[src/rtl/cpu_params_pkg.sv]
// rtl/cpu_params_pkg.sv - FP register-file sizing and operand-stage bundle types
//
// MAX_FPR  : number of FP registers
// FLEN     : FP register width in bits
// FPR_ASZ  : register address width
// NUM_FS   : source operand slots per instruction (Fs1..Fs3)
// fp_src_t : one source request (enable flag + register address)
// fp_op_t  : registered operand-stage contents handed to execute
package cpu_params_pkg;

    localparam int MAX_FPR = 32;
    localparam int FLEN    = 32;
    localparam int FPR_ASZ = $clog2(MAX_FPR);
    localparam int NUM_FS  = 3;

    typedef struct packed {
        logic               en;
        logic [FPR_ASZ-1:0] addr;
    } fp_src_t;

    typedef struct packed {
        logic [NUM_FS-1:0][FLEN-1:0] fs;
        logic [FPR_ASZ-1:0]          fd_addr;
        logic                        fd_wr;
    } fp_op_t;

endpackage

[src/rtl/fpr_fwd_mux.sv]
// rtl/fpr_fwd_mux.sv - one FP source read with same-cycle writeback bypass
//
// fpr      : packed register array from the FP register file
// sb_busy  : scoreboard pending bits
// wb_wr    : writeback strobe
// wb_addr  : writeback destination register
// wb_data  : writeback data
// src      : source request (enable + address)
// rd_data  : forwarded operand, 0 when the source is unused
// raw_hz   : source is pending and not satisfied by this cycle's writeback
module fpr_fwd_mux
    import cpu_params_pkg::*;
(
    input  logic [MAX_FPR*FLEN-1:0] fpr,
    input  logic [MAX_FPR-1:0]      sb_busy,
    input  logic                    wb_wr,
    input  logic [FPR_ASZ-1:0]      wb_addr,
    input  logic [FLEN-1:0]         wb_data,
    input  fp_src_t                 src,
    output logic [FLEN-1:0]         rd_data,
    output logic                    raw_hz
);

    logic [MAX_FPR-1:0][FLEN-1:0] fpr_arr;
    logic                         wb_hit;

    assign fpr_arr = fpr;
    assign wb_hit  = wb_wr && (wb_addr == src.addr);

    // The register file only commits the writeback on the next edge, so the
    // array still holds the stale value this cycle; the bypass covers that.
    always_comb begin
        rd_data = '0;
        if (src.en) begin
            rd_data = wb_hit ? wb_data : fpr_arr[src.addr];
        end
    end

    assign raw_hz = src.en && sb_busy[src.addr] && !wb_hit;

endmodule

[src/rtl/fpr_rd_sb.sv]
// rtl/fpr_rd_sb.sv - FP register read stage with pending-write scoreboard
//
// clk_in / reset_in           : clock, asynchronous active-low reset
// fpr                         : packed FP register array
// fpr_Fd_wr/addr/data         : writeback port (array updates next edge)
// req_valid/req_ready         : decode handshake
// req_fs_use/req_fs_addr      : per-slot source enables and addresses
// req_fd_wr/req_fd_addr       : destination of the request
// flush                       : pipeline flush
// op_valid/op_ready           : execute handshake
// op_fs/op_fd_addr/op_fd_wr   : registered operands and destination
// sb_busy                     : scoreboard pending bits
module fpr_rd_sb
    import cpu_params_pkg::*;
(
    input  logic                      clk_in,
    input  logic                      reset_in,
    input  logic [MAX_FPR*FLEN-1:0]   fpr,
    input  logic                      fpr_Fd_wr,
    input  logic [FPR_ASZ-1:0]        fpr_Fd_addr,
    input  logic [FLEN-1:0]           fpr_Fd_data,
    input  logic                      req_valid,
    output logic                      req_ready,
    input  logic [NUM_FS-1:0]         req_fs_use,
    input  logic [NUM_FS*FPR_ASZ-1:0] req_fs_addr,
    input  logic                      req_fd_wr,
    input  logic [FPR_ASZ-1:0]        req_fd_addr,
    input  logic                      flush,
    output logic                      op_valid,
    input  logic                      op_ready,
    output logic [NUM_FS*FLEN-1:0]    op_fs,
    output logic [FPR_ASZ-1:0]        op_fd_addr,
    output logic                      op_fd_wr,
    output logic [MAX_FPR-1:0]        sb_busy
);

    logic [MAX_FPR-1:0]          sb_q, sb_d;
    fp_op_t                      op_q, op_d;
    logic                        op_valid_q, op_valid_d;
    logic [NUM_FS-1:0][FLEN-1:0] fwd_data;
    logic [NUM_FS-1:0]           raw_vec;
    logic                        raw_hz, waw_hz, fd_wb_hit, accept;

    for (genvar i = 0; i < NUM_FS; i++) begin : g_src
        fp_src_t src;
        assign src = {req_fs_use[i], req_fs_addr[i*FPR_ASZ +: FPR_ASZ]};

        fpr_fwd_mux u_fwd_mux (
            .fpr     (fpr),
            .sb_busy (sb_q),
            .wb_wr   (fpr_Fd_wr),
            .wb_addr (fpr_Fd_addr),
            .wb_data (fpr_Fd_data),
            .src     (src),
            .rd_data (fwd_data[i]),
            .raw_hz  (raw_vec[i])
        );
    end

    // A pending destination retiring this very cycle frees the slot for a
    // new writer, so the WAW check is masked by the writeback hit.
    assign fd_wb_hit = fpr_Fd_wr && (fpr_Fd_addr == req_fd_addr);
    assign waw_hz    = req_fd_wr && sb_q[req_fd_addr] && !fd_wb_hit;
    assign raw_hz    = |raw_vec;

    // reset_in gates ready so decode sees a stall for the whole reset window.
    assign req_ready = reset_in && !raw_hz && !waw_hz && (!op_valid_q || op_ready) && !flush;
    assign accept    = req_valid && req_ready;

    // Later assignments take priority: flush over set, set over writeback clear.
    always_comb begin
        sb_d = sb_q;
        if (fpr_Fd_wr) begin
            sb_d[fpr_Fd_addr] = 1'b0;
        end
        if (accept && req_fd_wr) begin
            sb_d[req_fd_addr] = 1'b1;
        end
        if (flush) begin
            sb_d = '0;
        end
    end

    always_comb begin
        op_d       = op_q;
        op_valid_d = op_valid_q;
        if (accept) begin
            op_d.fs      = fwd_data;
            op_d.fd_addr = req_fd_addr;
            op_d.fd_wr   = req_fd_wr;
            op_valid_d   = 1'b1;
        end else if (op_ready) begin
            op_valid_d = 1'b0;
        end
        if (flush) begin
            op_valid_d = 1'b0;
        end
    end

    always_ff @(posedge clk_in or negedge reset_in) begin
        if (!reset_in) begin
            sb_q       <= '0;
            op_q       <= '0;
            op_valid_q <= 1'b0;
        end else begin
            sb_q       <= sb_d;
            op_q       <= op_d;
            op_valid_q <= op_valid_d;
        end
    end

    // Only elaborated when the address field can name a non-existent register.
    if (MAX_FPR < (1 << FPR_ASZ)) begin : g_addr_chk
        always_ff @(posedge clk_in) begin
            if (reset_in && req_valid && req_fd_wr) begin
                assert (int'(req_fd_addr) < MAX_FPR)
                    else $error("req_fd_addr out of range");
            end
            if (reset_in && fpr_Fd_wr) begin
                assert (int'(fpr_Fd_addr) < MAX_FPR)
                    else $error("fpr_Fd_addr out of range");
            end
        end
    end

    assign sb_busy    = sb_q;
    assign op_valid   = op_valid_q;
    assign op_fs      = op_q.fs;
    assign op_fd_addr = op_q.fd_addr;
    assign op_fd_wr   = op_q.fd_wr;

endmodule

[config.mk]
export PLATFORM = sky130hd
export DESIGN_NAME = fpr_rd_sb
export DESIGN_NICKNAME = d
export VERILOG_FILES = /design/src/rtl/cpu_params_pkg.sv /design/src/rtl/fpr_fwd_mux.sv /design/src/rtl/fpr_rd_sb.sv
export SDC_FILE = /design/constraint.sdc
export NUM_CORES = 1
export LEC_CHECK = 0
export CORE_AREA = 8 8 469 471
export DETAILED_ROUTE_END_ITERATION = 8
export DIE_AREA = 0 0 477 479
export PLACE_DENSITY = 0.36
export SKIP_LAST_GASP = 1
export SLEW_MARGIN = 20
export SYNTH_ARGS = -nofsm -noshare
export SYNTH_HDL_FRONTEND = slang
export SYNTH_SLANG_ARGS = --single-unit
[constraint.sdc]
create_clock -name clk_in -period 2.88 [get_ports clk_in]
set_input_delay 0.288 -clock clk_in [delete_from_list [all_inputs] [get_ports clk_in]]
set_output_delay 0.288 -clock clk_in [all_outputs]
set_load 0.02 [all_outputs]
; Yosys cells after proc, flatten, opt, wreduce, memory -nomap -nowiden
; Cells that the tools add are included.
[word_totals]
regBits = 135
elab_cells = 82
[classes]
magnitude_cmp = 7
n_eq_ne = 4
n_mux = 30
bitwise_logic = 3
reduce_logical = 31
[ops]
columns = op, count
row1 = binary-select mux 32 bit (select 5 bit), 3
row2 = 2-to-1 mux 32 bit, 12
row3 = bitwise AND 32 bit, 1
row4 = inverter 32 bit, 1
row5 = OR 32 bit, 1
row6 = "< comparator 5 x 6 -> 1 bit, second input constant", 5
row7 = binary-select mux 1 bit (select 5 bit), 4
row8 = == test 5 bit, 4
row9 = logical AND 1 bit, 20
row10 = demux 1 bit (select 5 bit), 2
row11 = ">= comparator 5 x 1 -> 1 bit, second input constant", 2
row12 = 2-to-1 mux 1 bit, 9
row13 = zero test 1 bit, 8
row14 = nonzero test 3 bit, 1
row15 = OR reduction 3 bit, 1
row16 = logical OR 1 bit, 1

; Depth between registers and ports, before layout
[logic_depth]
depth_word = 14
mapped_depth = 12
ltp_nobuf = 7

; By module
; A second synthesis with hierarchy kept.
[unflattened]
hier_cells = 2341
hier_area_um2 = 32247.2
[modules_own_cells]
columns = mod, instances, cells_each, area_per_inst_um2, seq_area_each_um2
row1 = fpr_fwd_mux, 3, 630, 8783.4, 0.0
row2 = fpr_rd_sb, 1, 451, 5896.9, 3378.2

; Worst setup path after synthesis
; OpenSTA, ideal clock, no wires.
[synth_timing]
kind = input-to-reg
from = input port req_fs_addr[0]
to = register op_q (netlist bit op_fs[31])
setup_time_ns = 0.125
arrival_time_ns = 2.716
required_time_ns = 2.755
slack_ns = 0.040
stages = 9
n_path_buf = 4
path_cell_list = buf_2 buf_2 buf_2 buf_2 mux4_2 mux4_2 mux2i_1 a21oi_1 mux2_2
[synth_via]
elab_chain_cells = 11
[synth_rtl]
columns = item, line
row1 = start: declaration, fpr_rd_sb.sv:25  ; input logic [NUM_FS*FPR_ASZ-1:0] req_fs_addr,
row2 = binary-select mux 1 bit (select 5 bit) / == test 5 bit (equally long branches), "fpr_fwd_mux.sv:39, fpr_fwd_mux.sv:28"
row3 = 2-to-1 mux 1 bit (not written as such) / logical AND 1 bit (equally long branches), "fpr_fwd_mux.sv:39, fpr_fwd_mux.sv:28"
row4 = logical AND 1 bit / zero test 1 bit (equally long branches), fpr_fwd_mux.sv:39  ; assign raw_hz = src.en && sb_busy[src.addr] && !wb_hit;
row5 = logical AND 1 bit, fpr_fwd_mux.sv:39
row6 = OR reduction 3 bit, fpr_rd_sb.sv:64  ; assign raw_hz = |raw_vec;
row7 = zero test 1 bit, fpr_rd_sb.sv:67  ; assign req_ready = reset_in && !raw_hz && !waw_hz && (!op_valid_q || op_ready) && !flush;
row8 = logical AND 1 bit (4 in a row), fpr_rd_sb.sv:67
row9 = logical AND 1 bit, fpr_rd_sb.sv:68  ; assign accept = req_valid && req_ready;
row10 = end signal: assignment, fpr_rd_sb.sv:107  ; op_q <= op_d;
row11 = end: declaration, fpr_rd_sb.sv:38  ; fp_op_t op_q, op_d;
; Several ways; a longest one is shown, not always the timed one. The select of a mux whose other input is x is not followed.
; A chain may end at the register's enable or synchronous reset.

; Worst setup path after layout
[layout_timing]
from = register sb_q[4] (netlist: sb_busy[4])
to = output port req_ready
[layout_via]
elab_chain_cells = 10
[layout_rtl]
columns = item, line
row1 = start: declaration, fpr_rd_sb.sv:37  ; logic [MAX_FPR-1:0] sb_q, sb_d;
row2 = start signal: assignment, fpr_rd_sb.sv:102  ; sb_q <= '0;
row3 = start signal: assignment, fpr_rd_sb.sv:106  ; sb_q <= sb_d;
row4 = binary-select mux 1 bit (select 5 bit), fpr_fwd_mux.sv:39
row5 = 2-to-1 mux 1 bit (not written as such), fpr_fwd_mux.sv:39
row6 = logical AND 1 bit (2 in a row), fpr_fwd_mux.sv:39
row7 = OR reduction 3 bit, fpr_rd_sb.sv:64
row8 = zero test 1 bit, fpr_rd_sb.sv:67
row9 = logical AND 1 bit, fpr_rd_sb.sv:67
row10 = logical AND 1 bit (*) (3 in a row), fpr_rd_sb.sv:67
row11 = end: declaration, fpr_rd_sb.sv:23  ; output logic req_ready,
; Mark *: on every way between the ends. The rest lies on a longest branch, timed or not. The select of a mux whose other input is x is not followed.

==> impl_metrics.sql <==
INSERT INTO impl_metrics (metric_group, metric, value, unit) VALUES
('route', 'routedWlPerCell', '40.5', 'um'),
('power_and_ir_drop', 'p_seq_share', '17.9', '%'),
('route', 'detail_route.drc_violations', '0', ''),
('route', 'final_antenna_net_count', '0', ''),
('synthesis', 'synthesized_nets', '3277', ''),
('clock_network', 'htree_levels', '4', ''),
('sta', 'finalSetupViolCount', '104', ''),
('synthesis', 'synth_area_per_cell', '14.4', 'um^2'),
('layout', 'syn_to_final_growth', '62.4', '%'),
('synthesis', 'synth_flop_cell', 'sky130_fd_sc_hd__dfrtp_1', ''),
('layout', 'nFillCells', '22400', ''),
('hold_path', 'worstHoldPathType', 'in2reg', ''),
('layout', 'share_of_layout_cells_above_drive_strength_1', '43.3', '%'),
('power_and_ir_drop', 'pwr-share-comb', '64.5', '%'),
('synthesis', 'flop_and_latch_count_out_of_synthesis', '135', ''),
('worst_setup_path', 'critical_setup_path_class', 'reg2out', ''),
('sta', 'max-slew-margin-rel', '38.8', '%'),
('power_and_ir_drop', 'clkPwrFrac', '17.6', '%'),
('worst_setup_path', 'cp_max_fanout', '4', ''),
('floorplan', 'start_util', '14.8', '%'),
('route', 'detailedRoute.firstPassIterationCount', '5', ''),
('global_route', 'vias_in_the_first_global_route', '34300', ''),
('worst_setup_path', 'end_kind', 'output pin', ''),
('synthesis', 'synth_top_cell_area_share', '66.2', '%'),
('synthesis', 'synth_sequential_area_ratio', '10.7', '%'),
('worst_setup_path', 'cp-start-kind', 'register', ''),
('synthesis', 'async_flop_share', '100', '%'),
('power_and_ir_drop', 'net-switching-power', '6090', 'uW'),
('floorplan', 'num_rows', '170', ''),
('placed_design', 'dpl_wire_length', '215000', 'um'),
('global_route', 'initial_antenna_violation_count', '158', ''),
('clock_network', 'cts_tree', 'built', ''),
('floorplan', 'io-pin-count', '1227', ''),
('route', 'routed-via-count', '32500', ''),
('job', 'maximum_capacitance_violations', '0', ''),
('status', 'status', 'finished with violations', ''),
('clock_network', 'ctsLongestPathBuffers', '2', ''),
('global_route', 'gr-usage-all-layers', '21.7', '%'),
('power_and_ir_drop', 'irDropWorstVdd', '0.494', 'mV'),
('clock_network', 'source_to_sink_clock_delay_at_the_later_pin_of_the_worst_skew_pair', '0.54', 'ns'),
('worst_setup_path', 'crit_required', '2.59', 'ns'),
('placed_design', 'place_worst_setup_slack', '-0.644', 'ns'),
('synthesis', 'number_of_enable_type_register_cells_in_the_synthesized_netlist', '0', ''),
('route', 'dr.first_iter.drc_count', '2825', ''),
('sta', 'period_share', '107', '%'),
('clock_network', 'cts_bufs_inserted', '17', ''),
('worst_setup_path', 'timing.reg2reg.worst_path_depth', '11', ''),
('floorplan', 'die_area', '228000', 'um^2'),
('sta', 'fin_ws', '-0.189', 'ns'),
('power_and_ir_drop', 'p_int', '8640', 'uW'),
('clock_network', 'cts_sinks', '135', ''),
('synthesis', 'post_synth_instance_area', '31600', 'um^2'),
('power_and_ir_drop', 'finalPower', '14700', 'uW'),
('sta', 'fin_crit', '3.07', 'ns'),
('power_and_ir_drop', 'switching_share', '41.4', '%'),
('synthesis', 'dominant_cell_by_count_in_the_synthesized_netlist', 'sky130_fd_sc_hd__mux4_2', ''),
('hold_path', 'timing.hold.worst_path_depth', '3', ''),
('global_route', 'grt-ovfl-total', '0', ''),
('floorplan', 'fp.coreArea', '213000', 'um^2'),
('placed_design', 'finalWeightedCongestion', '0.890', ''),
('status', 'failed_checks', 'setup timing', ''),
('sta', 'fin_skew', '0.0298', 'ns'),
('sta', 'timing_max_transition_violations_final', '0', ''),
('route', 'total_wirelength', '260000', 'um'),
('clock_network', 'clk_root_buffer_cell', 'sky130_fd_sc_hd__clkbuf_16', ''),
('global_route', 'grt_start_max_net_pins', '62', ''),
('synthesis', 'synthesis.instances', '2186', ''),
('sta', 'hold_viol_final', '0', ''),
('placed_design', 'port_buffers', '1226', ''),
('synthesis', 'ys_types', '49', ''),
('sta', 'worst_pin_slew', '0.918', 'ns');
==> metrics by stage <==
stage	hold WS, ns	cell area [um^2]	std cells	utilization, %	TNS (ns)
floorplan	-0.00759	31600	2186	-	0
global placement	0.492	49800	6301	23.4	-65.96
detailed placement	0.493	49800	6301	23.4	-60.30
CTS	0.198	50900	6351	23.9	-16.79
global route	0.235	51200	6395	24.0	-20.60
finish	0.269	51200	6412	24.1	-9.82
==> layout make-up <==
cell class                      instances  area (um^2)  share of cell area [%]
Multi-Input combinational cell       1739        27100                    52.8
Inverter                                3         17.5                  0.0342
Tap cell                             2838         3550                    6.93
Clock buffer                           17          425                   0.830
Antenna cell                           56          140                   0.273
Sequential cell                       135         3380                    6.60
Timing Repair Buffer                 1609        16500                    32.1
Clock inverter                         15          201                   0.393
==> final timing paths <==
kind | from | endpoint | slack, ns
min | req_fd_addr[1] | sb_busy[26] | 0.27
max | sb_busy[4] | req_ready | -0.19
max in group asynchronous | reset_in | op_fs[92] | 0.92
max reg2reg | sb_busy[4] | op_fs[40] | -0.15
min reg2reg | op_fs[42] | op_fs[42] | 0.51
min in group asynchronous | reset_in | op_fd_addr[3] | 0.49
==> sequential cells by signal (all words and copies together), names as in the netlist <==
signal      cells
op_fs          96
op_fd_addr      5
sb_busy        32
op_valid        1
op_fd_wr        1
==> worst max-delay path, cell delays in order, from the launching register on <==
cell and delay [ns]:
sky130_fd_sc_hd__dfrtp_1 0.41, sky130_fd_sc_hd__buf_4 0.16, sky130_fd_sc_hd__mux4_2 0.45, sky130_fd_sc_hd__o41ai_1 0.54, sky130_fd_sc_hd__nor4_2 0.11, sky130_fd_sc_hd__nor4_2 0.15
sky130_fd_sc_hd__buf_4 0.16, sky130_fd_sc_hd__and2_4 0.16, sky130_fd_sc_hd__buf_6 0.12
==> power groups by stage <==
| stage | Sequential [uW] | Clock [uW] | Combinational, uW |
|---|---|---|---|
| global route | 2680 | 2790 | 9920 |
| CTS | 2650 | 2750 | 9540 |
| detailed placement | 2680 | 0 | 9440 |
| finish | 2640 | 2590 | 9500 |
| global placement | 2670 | 0 | 9440 |
| floorplan | 3000 | 0 | 3930 |
==> placed cells by master (no fill, tap or decap), types with 10 or more instances in the layout <==
cell / instances
sky130_fd_sc_hd__nor2b_1: 23
sky130_fd_sc_hd__a22oi_1: 20
sky130_fd_sc_hd__nand2_1: 86
sky130_fd_sc_hd__buf_12: 81
sky130_fd_sc_hd__mux2_2: 87
sky130_fd_sc_hd__xnor2_1: 10
sky130_fd_sc_hd__nand3_1: 15
sky130_fd_sc_hd__diode_2: 56
sky130_fd_sc_hd__o41ai_2: 12
sky130_fd_sc_hd__clkdlybuf4s50_1: 1207
sky130_fd_sc_hd__clkbuf_16: 21
sky130_fd_sc_hd__o21ai_0: 90
sky130_fd_sc_hd__mux2i_1: 125
sky130_fd_sc_hd__xor2_1: 10
sky130_fd_sc_hd__nor2_1: 13
sky130_fd_sc_hd__o22ai_1: 73
sky130_fd_sc_hd__buf_6: 19
sky130_fd_sc_hd__buf_8: 11
sky130_fd_sc_hd__nand3b_1: 24
sky130_fd_sc_hd__nor4_1: 20
sky130_fd_sc_hd__dfrtp_1: 132
sky130_fd_sc_hd__buf_4: 276
sky130_fd_sc_hd__a21oi_1: 101
sky130_fd_sc_hd__mux4_2: 927
sky130_fd_sc_hd__mux2_4: 17
==> per-layer routing <==
metal	GRT usage [%]	part of all wire (%)	vias to the layer above
li1	-	-	12700
met1	25.8	38	17500
met2	37.6	50	1872
met3	6.67	8.5	356
met4	6.96	3.3	88
met5	0	0.21	-
==> cells by family after synthesis <==
kind of cell | synth area share (%)
compound gates | 6.68
xor+xnor | 0.555
buf+inv | 4.25
flops | 10.7
mux | 74.0
simple gates | 3.79
==> timing repair <==
item	CTS	global route
hold buffers	1	0
pin swaps	16	8
hold endpoints to repair	48	0
endpoints found under the setup margin	101	136
setup buffers	14	4
gates cloned	4	4
gates resized for setup	57	25
(Power assumes the default switching activity.)
==> edit (same settings) <==
Change the package constant `MAX_FPR` from 32 to 16.
--- a/src/rtl/cpu_params_pkg.sv
+++ b/src/rtl/cpu_params_pkg.sv
@@ -8,7 +8,7 @@
 // fp_op_t  : registered operand-stage contents handed to execute
 package cpu_params_pkg;
 
-    localparam int MAX_FPR = 32;
+    localparam int MAX_FPR = 16;
     localparam int FLEN    = 32;
     localparam int FPR_ASZ = $clog2(MAX_FPR);
     localparam int NUM_FS  = 3;
Ports: changed (6 resized); port bits go from 1227 to 693. No check against the original RTL was run, so the function may have changed too.
==> edit against the original RTL <==
- count of clock-buffer cells in the layout is the same
- sequential cell count shrank 17
- die area is the same
- final area shrank 40%
- hold slack lost 20 ps
- power shrank 27%
- synthesized area shrank 42%
- setup slack gained 320 ps
- wire length shrank 48%
- global-route usage shrank 10 points
- critical endpoint is now op_fs[49]
- largest cell class unchanged
==> edit: results (changes against the original RTL) <==
[synthesis]
yosys-top-cells-area = mux4_2, dfrtp_1, mux2_4, nand2_1, mux2_2  ; was mux4_2, dfrtp_1, mux2i_1, mux2_2, clkbuf_1
synth_common_cells = mux4_2, nand2_1, dfrtp_1  ; was mux4_2, clkbuf_1, dfrtp_1
synth_nets = 1864  ; was 3,277
ys_seq_area_share_pct = 16.1  ; was 10.7%
avgSynthCellArea_um2 = 14.2  ; was 14.4 µm²

[grt]
antenna_found_initial = 54  ; was 158
first_global_vias = 18700  ; was 34,300
grt_first_pass_wirelength_mm = 180  ; was 342 mm
grtUsageTotal_pct = 11.4  ; was 21.7%
grt_use_met2_pct = 21.2  ; was 37.6%
grt_max_degree = 46  ; was 62
grtUsageMet1_pct = 12.9  ; was 25.8%
use_met3_pct = 2.63  ; was 6.67%

[worst_setup_path]
cp.arrival_ps = 3130  ; was 2780 ps
r2r_start = sb_busy[2]  ; was sb_busy[4]
ff2ff_setup_slack_ps = 130  ; was -150 ps
path_max_fanout = 16  ; was 4
crit_type = flop to flop  ; was flop to primary output

[finish]
syn_to_final_growth_pct = 66.7  ; was 62.4%
diodes = 23  ; was 56
seq_share_pct = 9.68  ; was 6.60%
drive_gt1_share_pct = 41.2  ; was 43.3%
buf_share_pct = 28.5  ; was 32.1%
n_fill_cell = 23700  ; was 22,400

[drt]
dr_wl_met3_mm = 7.79  ; was 22.1 mm
vias_per_cell = 3.48  ; was 5.07
dr.pass1.iters = 6  ; was 5
wl_met2_mm = 72.3  ; was 130 mm

[clocking]
clock_latency_ps = 510  ; was 540 ps
clk_pin_slew_worst_paths_ps = 70  ; was 90 ps

[run_status]
status = complete, no violations  ; was finished, violations left

[power_and_ir_drop]
seq_power_mw = 2.33  ; was 2.64 mW
p_clk_share_pct = 22.3  ; was 17.6%
intPower_mw = 6.61  ; was 8.64 mW

[timing]
hold_ws_ps = 248  ; was 269 ps
finalCriticalPeriod_ps = 2750  ; was 3070 ps
relSlewSlack_pct = 41.3  ; was 38.8%
fin_worst_skew_ps = 13.8  ; was 29.8 ps

[placement]
dp_slack_ps = -326  ; was -644 ps
dpl-instance-area_um2 = 30000  ; was 49,800 µm²

[worst_hold_path]
hp-class = input port to asynchronous set/reset pin  ; was input port to flop

## edit: worst max-delay path, cell delays in order, from the launching register on
cell	delay (ps)
dfrtp_1	470
mux4_2	480
nor2b_1	140
a211o_1	280
nand4_1	140
and4_4	300
buf_12	190
buf_12	190
mux2_2	340
## edit: what timing repair did
| item | CTS | global route |
|---|---|---|
| hold buffers | 1 | 0 |
| endpoints found under the setup margin | 1 | 1 |
| hold endpoints to repair | 3 | 0 |
| gates resized for setup | 10 | 7 |
| buffers inserted | 0 | 1 |
## edit: kinds of logic (layout without fill, tap and decap cells)
kind of cell | count (synthesis) | count (layout) | synth area share (%)
DFF | 118 | 118 | 16.1
muxes | 606 | 606 | 68.7
xor gates and xnor gates | 16 | 16 | 0.762
buffers and inverters | 170 | 896 | 4.24
other | 0 | 23 | 0
AOI/OAI and AO/OA | 132 | 132 | 4.59
and+or+nand+nor | 248 | 248 | 5.66
